[config.mk]
export PLATFORM = sky130hd
export DESIGN_NAME = ps_cond_unit_flat
export DESIGN_NICKNAME = d
export VERILOG_FILES = /design/src/rtl/ps_cond_unit_if.sv /design/src/rtl/ps_cond_unit.sv /design/src/flat_wrapper.sv
export SDC_FILE = /design/constraint.sdc
export NUM_CORES = 1
export LEC_CHECK = 0
export BUFFER_PORTS_ARGS = -buffer_cell sky130_fd_sc_hd__buf_2
export CAP_MARGIN = 40
export CORE_MARGIN = 2
export CORE_UTILIZATION = 25
export DETAILED_ROUTE_END_ITERATION = 10
export PLACE_DENSITY = 0.53
export SLEW_MARGIN = 20
export SYNTH_ARGS = -nofsm -noshare
export SYNTH_HDL_FRONTEND = slang
export SYNTH_SLANG_ARGS = --single-unit
[constraint.sdc]
create_clock -name clk -period 2.3 [get_ports clk]
set_input_delay 0 -clock clk [delete_from_list [all_inputs] [get_ports clk]]
set_output_delay 0 -clock clk [all_outputs]
set_load 0.02 [all_outputs]
[src/rtl/ps_cond_unit_if.sv]
`default_nettype none
// ============================================================================
//  Module      : ps_cond_unit_if
//  Description : Flag, loop-counter and condition bus between the execute stage,
//                the sequencer and the condition unit.
//  Revision    : 1.0 - initial release
// ============================================================================
interface ps_cond_unit_if #(
    parameter int NFLAGS = 10,
    parameter int CNDW   = 5,
    parameter int LCW    = 16
);
    logic              hold;
    logic              cnd_en;
    logic [CNDW-1:0]   op_cnd;
    logic              astat_wen;
    logic [NFLAGS-1:0] astat_wdata;
    logic              alu_flg_en;
    logic [3:0]        alu_flg;
    logic              mul_flg_en;
    logic [1:0]        mul_flg;
    logic              shf_flg_en;
    logic [1:0]        shf_flg;
    logic              lc_load;
    logic [LCW-1:0]    lc_ld_val;
    logic              lc_dec;
    logic [NFLAGS-1:0] astat;
    logic              lce;
    logic              cnd_stat;
    logic              cnd_vld;

    modport master (
        output hold, cnd_en, op_cnd, astat_wen, astat_wdata,
               alu_flg_en, alu_flg, mul_flg_en, mul_flg, shf_flg_en, shf_flg,
               lc_load, lc_ld_val, lc_dec,
        input  astat, lce, cnd_stat, cnd_vld
    );

    modport slave (
        input  hold, cnd_en, op_cnd, astat_wen, astat_wdata,
               alu_flg_en, alu_flg, mul_flg_en, mul_flg, shf_flg_en, shf_flg,
               lc_load, lc_ld_val, lc_dec,
        output astat, lce, cnd_stat, cnd_vld
    );
endinterface
`default_nettype wire

[src/rtl/ps_cond_unit.sv]
`default_nettype none
// ============================================================================
//  Module      : ps_cond_unit
//  Description : Sequencer condition unit - ASTAT flags, sticky overflows, loop
//                counter and condition-code evaluation with optional pipelining.
//  Revision    : 1.0 - initial release
// ============================================================================
module ps_cond_unit #(
    parameter int NFLAGS = 10,
    parameter int CNDW   = 5,
    parameter int LCW    = 16,
    parameter int PIPE   = 1,
    parameter int BYPASS = 0
) (
    input  wire logic        clk,
    input  wire logic        rst,
    ps_cond_unit_if.slave    bus
);
    localparam int c_az  = 0;
    localparam int c_av  = 1;
    localparam int c_an  = 2;
    localparam int c_ac  = 3;
    localparam int c_ms  = 4;
    localparam int c_mv  = 5;
    localparam int c_sv  = 6;
    localparam int c_sz  = 7;
    localparam int c_aos = 8;
    localparam int c_mos = 9;

    localparam logic [LCW-1:0] c_lc_one = {{(LCW-1){1'b0}}, 1'b1};

    logic [NFLAGS-1:0] r_astat;
    logic [LCW-1:0]    r_lc;
    logic [NFLAGS-1:0] w_astat_nxt;
    logic [LCW-1:0]    w_lc_nxt;
    logic [NFLAGS-1:0] w_src_astat;
    logic              w_src_lce;
    logic              w_mid_ok;
    logic              w_raw;
    logic              w_eval;
    logic [3:0]        w_code;
    logic              w_inv;
    logic              w_unused_flags;

    // Next-state folds hold in, so bypass evaluation under hold sees the frozen state.
    always_comb begin
        w_astat_nxt = r_astat;
        if (!bus.hold) begin
            if (bus.astat_wen) begin
                w_astat_nxt = bus.astat_wdata;
            end else begin
                if (bus.alu_flg_en) begin
                    w_astat_nxt[c_ac:c_az] = bus.alu_flg;
                    w_astat_nxt[c_aos]     = r_astat[c_aos] | bus.alu_flg[1];
                end
                if (bus.mul_flg_en) begin
                    w_astat_nxt[c_mv]  = bus.mul_flg[1];
                    w_astat_nxt[c_ms]  = bus.mul_flg[0];
                    w_astat_nxt[c_mos] = r_astat[c_mos] | bus.mul_flg[1];
                end
                if (bus.shf_flg_en) begin
                    w_astat_nxt[c_sz] = bus.shf_flg[1];
                    w_astat_nxt[c_sv] = bus.shf_flg[0];
                end
            end
        end
    end

    always_comb begin
        w_lc_nxt = r_lc;
        if (!bus.hold) begin
            if (bus.lc_load) begin
                w_lc_nxt = bus.lc_ld_val;
            end else if (bus.lc_dec && (r_lc != '0)) begin
                w_lc_nxt = r_lc - c_lc_one;
            end
        end
    end

    always_ff @(posedge clk) begin
        if (rst) begin
            r_astat <= '0;
            r_lc    <= '0;
        end else begin
            r_astat <= w_astat_nxt;
            r_lc    <= w_lc_nxt;
        end
    end

    assign bus.astat = r_astat;
    assign bus.lce   = (r_lc == '0);

    generate
        if (BYPASS != 0) begin : g_bypass
            assign w_src_astat = w_astat_nxt;
            assign w_src_lce   = (w_lc_nxt == '0);
        end else begin : g_registered
            assign w_src_astat = r_astat;
            assign w_src_lce   = (r_lc == '0);
        end
    endgenerate

    // Reserved code bits between the invert MSB and the 4-bit code exist only when CNDW > 5.
    generate
        if (CNDW > 5) begin : g_mid_bits
            assign w_mid_ok = ~|bus.op_cnd[CNDW-2:4];
        end else begin : g_no_mid_bits
            assign w_mid_ok = 1'b1;
        end
    endgenerate

    assign w_code = bus.op_cnd[3:0];
    assign w_inv  = bus.op_cnd[CNDW-1];

    always_comb begin
        w_raw = 1'b0;
        case (w_code)
            4'd0:    w_raw = w_src_astat[c_az];
            4'd1:    w_raw = w_src_astat[c_an];
            4'd2:    w_raw = w_src_astat[c_az] | w_src_astat[c_an];
            4'd3:    w_raw = w_src_astat[c_ac];
            4'd4:    w_raw = w_src_astat[c_av];
            4'd5:    w_raw = w_src_lce;
            4'd8:    w_raw = w_src_astat[c_mv];
            4'd9:    w_raw = w_src_astat[c_ms];
            4'd10:   w_raw = w_src_astat[c_sv];
            4'd11:   w_raw = w_src_astat[c_sz];
            default: w_raw = 1'b0;
        endcase
    end

    // All-ones is "forever": always true, the invert bit does not apply.
    assign w_eval = (&bus.op_cnd) ? 1'b1 : ((w_raw & w_mid_ok) ^ w_inv);

    // Sticky and extension bits never feed a condition code.
    assign w_unused_flags = &{1'b0, w_src_astat[NFLAGS-1:c_aos]};

    generate
        if (PIPE != 0) begin : g_pipe
            logic r_cnd_stat;
            logic r_cnd_vld;

            always_ff @(posedge clk) begin
                if (rst) begin
                    r_cnd_stat <= 1'b0;
                    r_cnd_vld  <= 1'b0;
                end else if (!bus.hold) begin
                    r_cnd_stat <= bus.cnd_en & w_eval;
                    r_cnd_vld  <= bus.cnd_en;
                end
            end

            assign bus.cnd_stat = r_cnd_stat;
            assign bus.cnd_vld  = r_cnd_vld;
        end else begin : g_comb
            assign bus.cnd_stat = bus.cnd_en & w_eval;
            assign bus.cnd_vld  = bus.cnd_en;
        end
    endgenerate

endmodule
`default_nettype wire

[src/flat_wrapper.sv]
// flat-port wrapper written by rule: the top's interface ports become plain ports
module ps_cond_unit_flat 
#(
    parameter int NFLAGS = 10,
    parameter int CNDW   = 5,
    parameter int LCW    = 16,
    parameter int PIPE   = 1,
    parameter int BYPASS = 0
)
  (clk, rst, bus_hold, bus_cnd_en, bus_op_cnd, bus_astat_wen, bus_astat_wdata, bus_alu_flg_en, bus_alu_flg, bus_mul_flg_en, bus_mul_flg, bus_shf_flg_en, bus_shf_flg, bus_lc_load, bus_lc_ld_val, bus_lc_dec, bus_astat, bus_lce, bus_cnd_stat, bus_cnd_vld);
  ps_cond_unit_if #(.NFLAGS(NFLAGS), .CNDW(CNDW), .LCW(LCW)) bus_i ();
  input  wire logic clk;
  input  wire logic rst;
  input wire logic [$bits(bus_i.hold)-1:0] bus_hold;
  input wire logic [$bits(bus_i.cnd_en)-1:0] bus_cnd_en;
  input wire logic [$bits(bus_i.op_cnd)-1:0] bus_op_cnd;
  input wire logic [$bits(bus_i.astat_wen)-1:0] bus_astat_wen;
  input wire logic [$bits(bus_i.astat_wdata)-1:0] bus_astat_wdata;
  input wire logic [$bits(bus_i.alu_flg_en)-1:0] bus_alu_flg_en;
  input wire logic [$bits(bus_i.alu_flg)-1:0] bus_alu_flg;
  input wire logic [$bits(bus_i.mul_flg_en)-1:0] bus_mul_flg_en;
  input wire logic [$bits(bus_i.mul_flg)-1:0] bus_mul_flg;
  input wire logic [$bits(bus_i.shf_flg_en)-1:0] bus_shf_flg_en;
  input wire logic [$bits(bus_i.shf_flg)-1:0] bus_shf_flg;
  input wire logic [$bits(bus_i.lc_load)-1:0] bus_lc_load;
  input wire logic [$bits(bus_i.lc_ld_val)-1:0] bus_lc_ld_val;
  input wire logic [$bits(bus_i.lc_dec)-1:0] bus_lc_dec;
  output wire logic [$bits(bus_i.astat)-1:0] bus_astat;
  output wire logic [$bits(bus_i.lce)-1:0] bus_lce;
  output wire logic [$bits(bus_i.cnd_stat)-1:0] bus_cnd_stat;
  output wire logic [$bits(bus_i.cnd_vld)-1:0] bus_cnd_vld;
  assign bus_i.hold = bus_hold;
  assign bus_i.cnd_en = bus_cnd_en;
  assign bus_i.op_cnd = bus_op_cnd;
  assign bus_i.astat_wen = bus_astat_wen;
  assign bus_i.astat_wdata = bus_astat_wdata;
  assign bus_i.alu_flg_en = bus_alu_flg_en;
  assign bus_i.alu_flg = bus_alu_flg;
  assign bus_i.mul_flg_en = bus_mul_flg_en;
  assign bus_i.mul_flg = bus_mul_flg;
  assign bus_i.shf_flg_en = bus_shf_flg_en;
  assign bus_i.shf_flg = bus_shf_flg;
  assign bus_i.lc_load = bus_lc_load;
  assign bus_i.lc_ld_val = bus_lc_ld_val;
  assign bus_i.lc_dec = bus_lc_dec;
  assign bus_astat = bus_i.astat;
  assign bus_lce = bus_i.lce;
  assign bus_cnd_stat = bus_i.cnd_stat;
  assign bus_cnd_vld = bus_i.cnd_vld;
  ps_cond_unit #(.NFLAGS(NFLAGS), .CNDW(CNDW), .LCW(LCW), .PIPE(PIPE), .BYPASS(BYPASS)) u_core (.clk(clk), .rst(rst), .bus(bus_i));
endmodule
; ---- After elaboration in Yosys (flattened, before gate mapping)
; Index checks and enable logic that the tools add are counted.
[totals]
mem_bits_ro = 0
ramBits = 0
ff_bits = 28
wordCells = 45
out_inout_bits = 13
n_memories = 0
latchBits = 0
in_bits = 49
[classes]
bitwise = 6
div = 0
multipliers = 0
n_reduce_logical = 13
add_sub_neg = 1
shifts = 0
order_cmp = 0
n_eq_ne = 9
muxes = 10
[op_table]
columns = op, count
row1 = 2-to-1 mux 16 bit, 2
row2 = "equality test 4 bit, second input constant", 4
row3 = logical NOT 16 bit, 1
row4 = nonzero test 16 bit, 1
row5 = "subtractor 16 x 1 -> 16 bit, second input constant", 1
row6 = 2-to-1 mux 10 bit, 1
row7 = case mux 1 bit (10 select lines), 1
row8 = "equality test 4 x 2 -> 1 bit, second input constant", 2
row9 = "equality test 4 x 3 -> 1 bit, second input constant", 2
row10 = AND reduction 2 bit, 4
row11 = nonzero test 2 bit, 4
row12 = AND reduction 5 bit, 1
row13 = "equality test 4 x 1 -> 1 bit, second input constant", 1
row14 = logical NOT 4 bit, 1
row15 = 2-to-1 mux 2 bit, 2
row16 = 2-to-1 mux 4 bit, 1
row17 = 2-to-1 mux 1 bit, 3
row18 = OR 1 bit, 3
row19 = AND 1 bit, 1
row20 = logical AND 1 bit, 1
row21 = inverter 1 bit, 1
row22 = XOR 1 bit, 1

; ---- Depth between registers and ports, before layout
; Gate-level depths: netlist (run 1).
[logic_depth]
word_depth = 5
mapped_depth = 9
ltp_nobuf = 7

; ---- Least setup slack after synthesis (run 1)
; Ideal clock, no wire load.
[synth_path]
path_type = register to register
start = reg u_core.r_lc[0]
end = reg u_core.r_lc[12]
slack_ns = 0.008
required_ns = 2.167
setup_time_ns = 0.133
arrival_ns = 2.159
path_buffers = 1
path_stages_with_launch = 9
synth_period_minus_slack_ns = 2.292
path_cell_list = dfxtp_1 inv_1 ha_1 or3b_2 or3_4 buf_6 or4_1 nand3_1 a31oi_1
[synth_between]
elab_chain_len = 4
word_cells_on_any_way = 7
cone_classes = add/sub: 1 / mux: 2 / reduce/logical: 4
[synth_lines]
columns = element, line_no
row1 = start: declaration, ps_cond_unit.sv:33  ; logic [LCW-1:0] r_lc;
row2 = start signal: assignment, ps_cond_unit.sv:86  ; r_lc <= w_lc_nxt;
row3 = branches (longest 4 deep; another with subtractor 16 x 1 -> 16 bit), --
; Several ways; the timed one is not identified. The select of a mux whose other input is x is not followed.
; A chain may end at the register's enable or synchronous reset.

; ---- Worst setup path in the final report (run 1)
[layout_path]
start = reg u_core.r_lc[4]
end = out bus_lce
[layout_between]
elab_chain_len = 1
[layout_lines]
columns = element, line_no
row1 = logical NOT 16 bit, ps_cond_unit.sv:91  ; assign bus.lce = (r_lc == '0);
row2 = end: declaration, flat_wrapper.sv:29  ; output wire logic [$bits(bus_i.lce)-1:0] bus_lce;
; Every way passes these cells.

==> impl_metrics.toml, run 1 <==
[place]
place.gp.congestion = 0.799
place_area_mm2 = 0.00229
place_hpwl_mm = 4.11
numPortBuffers = 61

[power_and_ir_drop]
power.leakage_nw = 1.06
report.power.total_mw = 1.46
p_comb_frac = 0.335
ir_drop_mv = 0.247
power_density_mw_per_mm2 = 598
p_sw_uw = 481
p_clk_frac = 0.286
p_int_uw = 982
switching_share = 0.329
power_frac_seq = 0.379

[run_status]
outcome = "finished clean"

[min_path]
hold_end = "u_core.bus.astat[1]"
min_from = "bus_alu_flg_en"
min_path_cells = 4
min_path_type = "in -> reg"

[synthesis]
synth-compound-area-share = 0.298
synth_flop_cell = "dfxtp_1"
avgSynthCellArea_um2 = 7.74
synth_top_area_frac = 0.309
synth_area_leaders = "dfxtp_1 (31%), nor2_1 (6.2%), mux2i_1 (5.0%), nand2_1 (5.0%), a211oi_1 (4.1%)"
synth_top_family_by_area = "compound AO/OA/AOI/OAI gates"
synthAdderAreaFrac = 0.00691
synthMuxAreaShare = 0.0622
synthXorXnorAreaFrac = 0.00483
synth_cells = 234
yosys.cell_types.count = 51
synth_simple_gate_area_frac = 0.258
ys_warn_count = 0
synth_nets = 284
synth-async-reset-ratio = 0
syn_area_mm2 = 0.00181
synth-edff-count = 0
yosys.area.top_type = "dfxtp_1"
synth_seq_cells = 28
seq_area_frac_synth = 0.309

[cts]
numCtsBuffers = 3
clk_pin_slew_ns = 0.11
clk_latency_ns = 0.29
clockRootBuffer = "clkbuf_8"
clockBufferDepth = 2
htreeDepth = 1
cts_tree = "done"
cts_sinks = 28

[worst_setup_path]
cp-start-kind = "flop"
endpoint_kind = "output pin"
path_max_fanout = 8
reg2reg_to = "u_core.r_lc[13]"
worstPathArrival_ns = 2.15
worstReg2RegStart = "u_core.r_lc[4]"
criticalPathCategory = "reg -> out"
worst-r2r-setup-slack_ns = 0.15
required_ns = 2.30
worst-r2r-cell-count = 6

[floorplan]
die_h_um = 89.1
core.rowCount = 31
die_area_mm2 = 0.00794
core_mm2 = 0.00714
io_pins = 62
die_width_um = 89.1
start_util = 0.254

[drt]
antenna_left = 0
top_layer_used = "met4"
drtIter0Drc = 98
first_pass_iters = 4
dr_wl_met3_um = 342
viasPerCell = 4.98
drcViolationCount = 0
wl_met1_mm = 2.61
wl_per_cell_um = 13.8
wl_met2_mm = 2.64
wirelength_mm = 5.62
vias = 2023

[sta]
setup_tns_ns = 0
worstMarginPinSlew_ns = 0.631
finalHoldViolCount = 0
period_minus_slack_ns = 2.15
timing.final.crit_share = 0.935
slew_violations = 0
finClkSkew_ns = 0.00428
rsz0062_at_grt = "no"
slew_headroom = 0.579
fmax_ghz = 0.465
final-setup-viol-count = 0

[cells_and_area]
layout_commonest_cell = "buf_2"
layout-drive-gt1-share = 0.316
utilization = 0.343
diodes = 0
mostFrequentLayoutCells = "buf_2 (61), nor2_1 (30), dfxtp_1 (28), nand2_1 (24), buf_4 (18)"
syn2layout_area_growth_pct = 35.2
final_net_count = 358
fin_area_mm2 = 0.00245

[global_routing]
antenna_found_initial = 0
grt_overflow_total = 0
grt_usage = 0.146
grt_pass1_wl_mm = 9.25
grt_pass1_vias = 1965
grt_max_degree = 33

[job]
max-cap-violations = 0
-- cell usage after synthesis (all sizes together) (3+ instances only) --
| library cell | instances |
|---|---|
| nor2 | 30 |
| nand2 | 24 |
| nor3 | 6 |
| nor4 | 3 |
| a21oi | 11 |
| o21ai | 12 |
| nand3 | 4 |
| or3 | 5 |
| buf | 4 |
| o22ai | 3 |
| a31oi | 3 |
| a211oi | 11 |
| o21a | 3 |
| o311ai | 3 |
| inv | 9 |
| or2 | 3 |
| o211ai | 5 |
| nor2b | 5 |
| dfxtp | 28 |
| o31ai | 6 |
| clkbuf | 12 |
| mux2i | 9 |
| o41ai | 5 |
| or4 | 6 |
-- metrics by stage --
stage	setup WS, ns	instances	hold WS, ns
final	0.150	406	0.0169
after global routing	0.0343	406	0.0341
after CTS	0.0153	404	0.00908
after detailed placement	-0.0105	395	0.280
after global placement	0.0453	395	0.275
after floorplan	0.00823	234	0.159
-- worst max path at each step --
stage	startpoint	end	slack (ns)
final	u_core.r_lc[4]	bus_lce	0.15
after global routing	u_core.r_lc[4]	u_core.r_lc[13]	0.03
after CTS	u_core.r_lc[0]	u_core.r_lc[13]	0.02
after detailed placement	u_core.r_lc[0]	u_core.r_lc[15]	-0.01
after global placement	u_core.r_lc[0]	u_core.r_lc[15]	0.05
after floorplan	u_core.r_lc[0]	u_core.r_lc[12]	0.008
-- layer usage --
layer  track usage  vias to the layer above
met5             0                        -
met4        0.0231                        0
met3        0.0314                        2
met2         0.255                       66
met1         0.189                      932
li1              -                     1023
-- logic make-up after synthesis --
family / after synthesis
xor gates and xnor gates: 1
muxes: 10
adders and majority gates: 1
and+or+nand+nor: 95
buffers and inverters: 25
DFF: 28
AOI/OAI and AO/OA: 74
-- power by group through the flow --
stage               logic (mW)  registers [mW]  clock network, mW
floorplan                0.276           0.580                  0
global placement         0.461           0.565                  0
detailed placement       0.462           0.566                  0
CTS                      0.474           0.555              0.426
global route             0.541           0.561              0.446
finish                   0.490           0.555              0.418
-- timing repair --
action	4_1_cts	5_1_grt
endpoints found under the setup margin	2	10
gates resized for setup	2	3
hold buffers	5	0
buffers inserted	0	1
pin swaps	0	2
gates cloned	0	1
endpoints found under the hold margin	5	0
-- layout make-up --
type                    instances  area [µm²]
flip-flops and latches         28         561
clock inverters                 1        30.0
inverters                       9        33.8
fillers                       809        4690
repair buffers                 84         490
well taps                      99         124
multi-input cells             182        1170
clock buffers                   3        41.3
-- flip-flops by register name, summed over array words and instances, names as in the netlist --
register and count:
u_core.bus.cnd_stat 1, u_core.bus.astat 10, u_core.bus.cnd_vld 1, u_core.r_lc 16
-- critical path, stage by stage, from the launching register on --
cell	delay [ns]
dfxtp_1	0.33
or4_1	0.57
buf_4	0.19
or4_1	0.48
nor2_1	0.11
buf_2	0.17
No activity file was read; power rests on OpenSTA's default activity.
==> run 2, diff against run 1 <==
- SETUP_SLACK_MARGIN: not set -> 0.3
==> impl_metrics.toml, run 2 (synthesis gave the netlist of run 1 again) <==
[run_status]
outcome = "finished clean"

[cts]
clockBufferDepth = 2
htreeDepth = 1
clk_pin_slew_ns = 0.11
cts_sinks = 28
cts_tree = "done"
clockRootBuffer = "clkbuf_8"
numCtsBuffers = 3
clk_latency_ns = 0.28

[power_and_ir_drop]
switching_share = 0.336
ir_drop_mv = 0.236
p_sw_uw = 526
power_frac_seq = 0.358
p_comb_frac = 0.381
p_int_mw = 1.04
power.leakage_nw = 1.14
power_density_mw_per_mm2 = 596
p_clk_frac = 0.261

[global_routing]
grt_pass1_vias = 1992
grt_overflow_total = 0
grt_max_degree = 33
grt_pass1_wl_mm = 9.35
antenna_found_initial = 0
grt_usage = 0.150

[min_path]
min_path_type = "in -> reg"

[sta]
final-setup-viol-count = 0
rsz0062_at_grt = "yes"
setup_tns_ns = 0
slew_headroom = 0.554
finalHoldViolCount = 0
finClkSkew_ns = 0.00514
fmax_ghz = 0.459
slew_violations = 0
timing.final.crit_share = 0.948
worstMarginPinSlew_ns = 0.662
period_minus_slack_ns = 2.18

[cells_and_area]
diodes = 0
mostFrequentLayoutCells = "buf_2 (60), nor2_1 (29), dfxtp_1 (24), nand2_1 (23), buf_4 (23)"
fin_area_mm2 = 0.00262
layout_commonest_cell = "buf_2"
layout-drive-gt1-share = 0.380
largest_register_ffs = 16
final_net_count = 364
fill_cells = 778
syn2layout_area_growth_pct = 44.7
top_register = "u_core.r_lc"

[floorplan]
io_pins = 62
die_h_um = 89.1
core.rowCount = 31
core_mm2 = 0.00714
die_width_um = 89.1
die_area_mm2 = 0.00794
start_util = 0.254

[drt]
first_pass_iters = 4
viasPerCell = 5.06
drtIter0Drc = 144
wl_per_cell_um = 14.7
drcViolationCount = 0
wirelength_mm = 6.06
antenna_left = 0
vias = 2086

[worst_setup_path]
critPathTopFamily = "simple AND/OR/NAND/NOR gates"
worst-r2r-setup-slack_ns = 0.12
crit_slowest_cell = "or4_4"
criticalPathCategory = "reg -> reg"
critPathBufInv = 2
endpoint_kind = "flop"
required_ns = 2.44
crit_path_max_incr_delay_ns = 0.54
cpMostUsedCell = "buf_6"
path_max_fanout = 7
worstPathArrival_ns = 2.32
cp-start-kind = "flop"
worstPathCellList = "or4_4 > or3_4 > buf_6 > buf_6 > o21ai_4 > mux2i_1 > a211oi_1"

[place]
place.gp.congestion = 0.787
place_area_mm2 = 0.00228
numPortBuffers = 61
place_hpwl_mm = 4.24

[job]
max-cap-violations = 0
-- run 2: changes by cell type in the layout (fill, tap and decap cells not counted), sizes merged --
cell | before | now
or3 | 6 | 5
dlygate4sd3 | 5 | 3
buf | 79 | 88
-- run 2: power by group through the flow --
stage	clock network [mW]	registers [mW]	logic, mW
after detailed placement	0	0.570	0.457
after global placement	0	0.570	0.454
after global routing	0.438	0.564	0.643
after CTS	0.420	0.557	0.526
after floorplan	0	0.581	0.296
final	0.407	0.559	0.596
-- run 2: worst min-delay path: stages --
cell	delay [ns]
buf_2	0.10
nor2_1	0.10
a211oi_1	0.06
-- run 2: cell type report --
type                       count  area, µm²  area share
multi-input combinational    181       1260       0.483
sequential                    28        568       0.217
timing repair buffer          91        559       0.213
tap                           99        124      0.0473
clock buffer                   3       41.3      0.0158
inverter                       9       33.8      0.0129
clock inverter                 1       30.0      0.0115
-- run 2: repair_timing --
item / 4_1_cts / 5_1_grt
cloned: 0 / 0
gates resized for setup: 11 / 17
pin swaps: 14 / 14
endpoints found under the setup margin: 17 / 18
endpoints found under the hold margin: 3 / 0
hold buffers: 3 / 0
buffers inserted: 13 / 4
-- run 2: worst paths after layout --
path              cells after the start                start                   to
hold / removal                        3   bus_astat_wdata[8]  u_core.bus.astat[8]
setup / recovery                      7       u_core.r_lc[7]       u_core.r_lc[4]
setup reg to reg                      7       u_core.r_lc[7]       u_core.r_lc[4]
hold reg to reg                       2  u_core.bus.astat[9]  u_core.bus.astat[9]
-- run 2: routing by layer --
layer  track usage  wire, µm
met4        0.0258        17
met5             0         0
met3        0.0397       417
met2         0.256      2890
met1         0.193      2730
-- run 2: through the flow --
stage	worst slack [ns]	util	hold WS [ns]	cells	power, mW
floorplan	0.129	-	0.159	234	0.878
global placement	0.105	0.319	0.279	388	1.02
detailed placement	0.0400	0.319	0.286	388	1.03
CTS	0.0834	0.350	0.00734	408	1.50
global route	0.0705	0.367	0.0187	412	1.65
finish	0.119	0.367	0.00983	412	1.56
==> run 3, diff against run 2 <==
- ABC_AREA: not set -> 1
- CTS_CLUSTER_DIAMETER: not set -> 120
- PLACE_DENSITY: 0.53 -> 0.59
==> impl_metrics.toml, run 3 <==
[place]
post-place-ws_ns = 0.531
place.gp.congestion = 0.817
place_hpwl_mm = 3.90
numPortBuffers = 61

[cells_and_area]
top_register = "u_core.r_lc"
diodes = 0
utilization = 0.345
layout-drive-gt1-share = 0.260
fill_cells = 815
mostFrequentLayoutCells = "nand2_1 (74), buf_2 (61), nor2_1 (36), inv_1 (31), dfxtp_1 (28)"
largest_register_ffs = 16
layout_commonest_cell = "nand2_1"
final_net_count = 420
syn2layout_area_growth_pct = 32.7

[synthesis]
synth-edff-count = 0
ys_top_cells_by_count = "nand2_1 (74), nor2_1 (36), inv_1 (31)"
ys_warn_count = 0
synth_cells = 294
yosys.cell_types.count = 35
syn_area_mm2 = 0.00189
yosys.area.top_type = "dfxtp_1"
synth_area_leaders = "dfxtp_1 (30%), nand2_1 (15%), nor2_1 (7.1%), o21ai_0 (6.6%), inv_1 (6.1%)"
synth_nets = 344
avgSynthCellArea_um2 = 6.44
synth_flop_cell = "dfxtp_1"
synth_top_area_frac = 0.296
synth.most_common_cell = "nand2_1"
synth-async-reset-ratio = 0
synth_seq_cells = 28
seq_area_frac_synth = 0.296

[worst_setup_path]
path_max_fanout = 8
critPathBufInv = 2
path_depth = 11
critPathTopFamily = "simple AND/OR/NAND/NOR gates"
worst-r2r-cell-count = 11
worstPathCellList = "inv_1 > ha_1 > nand2_2 > nor2_4 > nand2_4 > nand2_4 > a21oi_4 > buf_4 > nand3_1 > nand2_1 > a21oi_1"
reg2reg_to = "u_core.r_lc[10]"
worstReg2RegStart = "u_core.r_lc[0]"
cp-start-kind = "flop"
crit_slowest_cell = "dfxtp_1"
criticalPathCategory = "reg -> reg"
required_ns = 2.48
endpoint_kind = "flop"
cpMostUsedCell = "nand2_4"
worst-r2r-setup-slack_ns = 0.58
worstPathArrival_ns = 1.90
crit_path_max_incr_delay_ns = 0.36

[cts]
clk_latency_ns = 0.28
htreeDepth = 1
numCtsBuffers = 3
clk_pin_slew_ns = 0.10
clockBufferDepth = 2
clockRootBuffer = "clkbuf_8"
cts_sinks = 28
cts_tree = "done"
post_cts_resized = 0

[sta]
fmax_ghz = 0.581
slew_headroom = 0.665
final-setup-viol-count = 0
timing.final.crit_share = 0.748
finClkSkew_ns = 0.00454
timing.final.ws_setup_ns = 0.579
slew_violations = 0
setup_tns_ns = 0
rsz0062_at_grt = "no"
worstMarginPinSlew_ns = 0.502
finalHoldViolCount = 0
period_minus_slack_ns = 1.72

[drt]
viasPerCell = 4.51
drtIter0Drc = 76
first_pass_iters = 5
drcViolationCount = 0
vias = 2112
wirelength_mm = 5.26
wl_per_cell_um = 11.2
antenna_left = 0

[min_path]
min_path_cells = 3
hold_end = "u_core.bus.astat[9]"
min_from = "bus_astat_wdata[9]"
min_path_type = "in -> reg"

[global_routing]
grt_overflow_total = 0
antenna_found_initial = 0
grt_pass1_vias = 2005
grt_usage = 0.127
grt_max_degree = 29
grt_pass1_wl_mm = 8.76

[power_and_ir_drop]
switching_share = 0.340
power.leakage_nw = 1.23
p_int_uw = 954
p_clk_frac = 0.277
power_density_mw_per_mm2 = 575
power_frac_seq = 0.391
ir_drop_mv = 0.253
report.power.total_mw = 1.44
p_sw_uw = 491
p_comb_frac = 0.333

[floorplan]
die_width_um = 91.0
core_mm2 = 0.00729
start_util = 0.260
die_h_um = 91.0
die_area_mm2 = 0.00828
core.rowCount = 31
io_pins = 62

[run_status]
outcome = "finished clean"

[job]
max-cap-violations = 0
## run 3: cell type report
type | instances | area, µm² | area share
multi-input cells | 222 | 1140 | 0.452
flip-flops and latches | 28 | 561 | 0.223
repair buffers | 81 | 493 | 0.196
inverters | 34 | 128 | 0.0508
well taps | 99 | 124 | 0.0493
clock buffers | 3 | 41.3 | 0.0164
clock inverters | 1 | 30.0 | 0.0120
## run 3: how the worst max path moves through the flow
stage	slack, ns	endpoint	start
finish	0.58	u_core.r_lc[10]	u_core.r_lc[0]
global route	0.42	u_core.r_lc[6]	u_core.r_lc[0]
CTS	0.50	u_core.r_lc[6]	u_core.r_lc[0]
detailed placement	0.53	u_core.r_lc[6]	u_core.r_lc[0]
global placement	0.55	u_core.r_lc[6]	u_core.r_lc[0]
floorplan	0.83	u_core.r_lc[7]	u_core.r_lc[0]
## run 3: cells by family (layout without fill, tap and decap cells)
family                     Yosys count  count (layout)  share of synthesized area
and+or+nand+nor                    143             143                      0.344
AOI/OAI and AO/OA                   75              75                      0.235
buffers and inverters               44             119                      0.104
DFF                                 28              28                      0.296
xor gates and xnor gates             3               3                     0.0139
adders and majority gates            1               1                    0.00661
## run 3: what timing repair did
action	4_1_cts	5_1_grt
setup buffers	0	5
hold buffers	15	0
hold endpoints to repair	9	0
setup endpoints to repair	0	1
## run 3: routing by layer
metal  GRT usage  part of all wire  vias up
li1            -                 -     1101
met1       0.148              0.44      932
met2       0.235              0.48       75
met3      0.0349             0.075        4
met4      0.0189            0.0046        0
met5           0                 0        -
## run 3: power groups by stage
stage / combinational [mW] / sequential, mW / clock [mW]
4_1_cts: 0.470 / 0.564 / 0.409
3_3_place_gp: 0.443 / 0.575 / 0
5_1_grt: 0.541 / 0.571 / 0.427
2_1_floorplan: 0.318 / 0.585 / 0
3_5_place_dp: 0.446 / 0.575 / 0
6_report: 0.480 / 0.564 / 0.400
## run 3: per-stage QoR
stage,cells,instance area [µm²],hold slack (ns)
final,468,2510,0.0308
after detailed placement,444,2250,0.276
after global routing,468,2510,0.0386
after CTS,463,2470,0.0153
after global placement,444,2250,0.276
after floorplan,294,1890,0.140
## run 3: worst register-to-register path, delay by kind of cell, from the launching register on
kind / cells / cell delay (ns)
buffers and inverters: 2 / 0.26
AO/OA/AOI/OAI: 2 / 0.30
flip-flops: 1 / 0.36
adder cells (fa/ha/maj): 1 / 0.24
AND/OR/NAND/NOR: 6 / 0.47
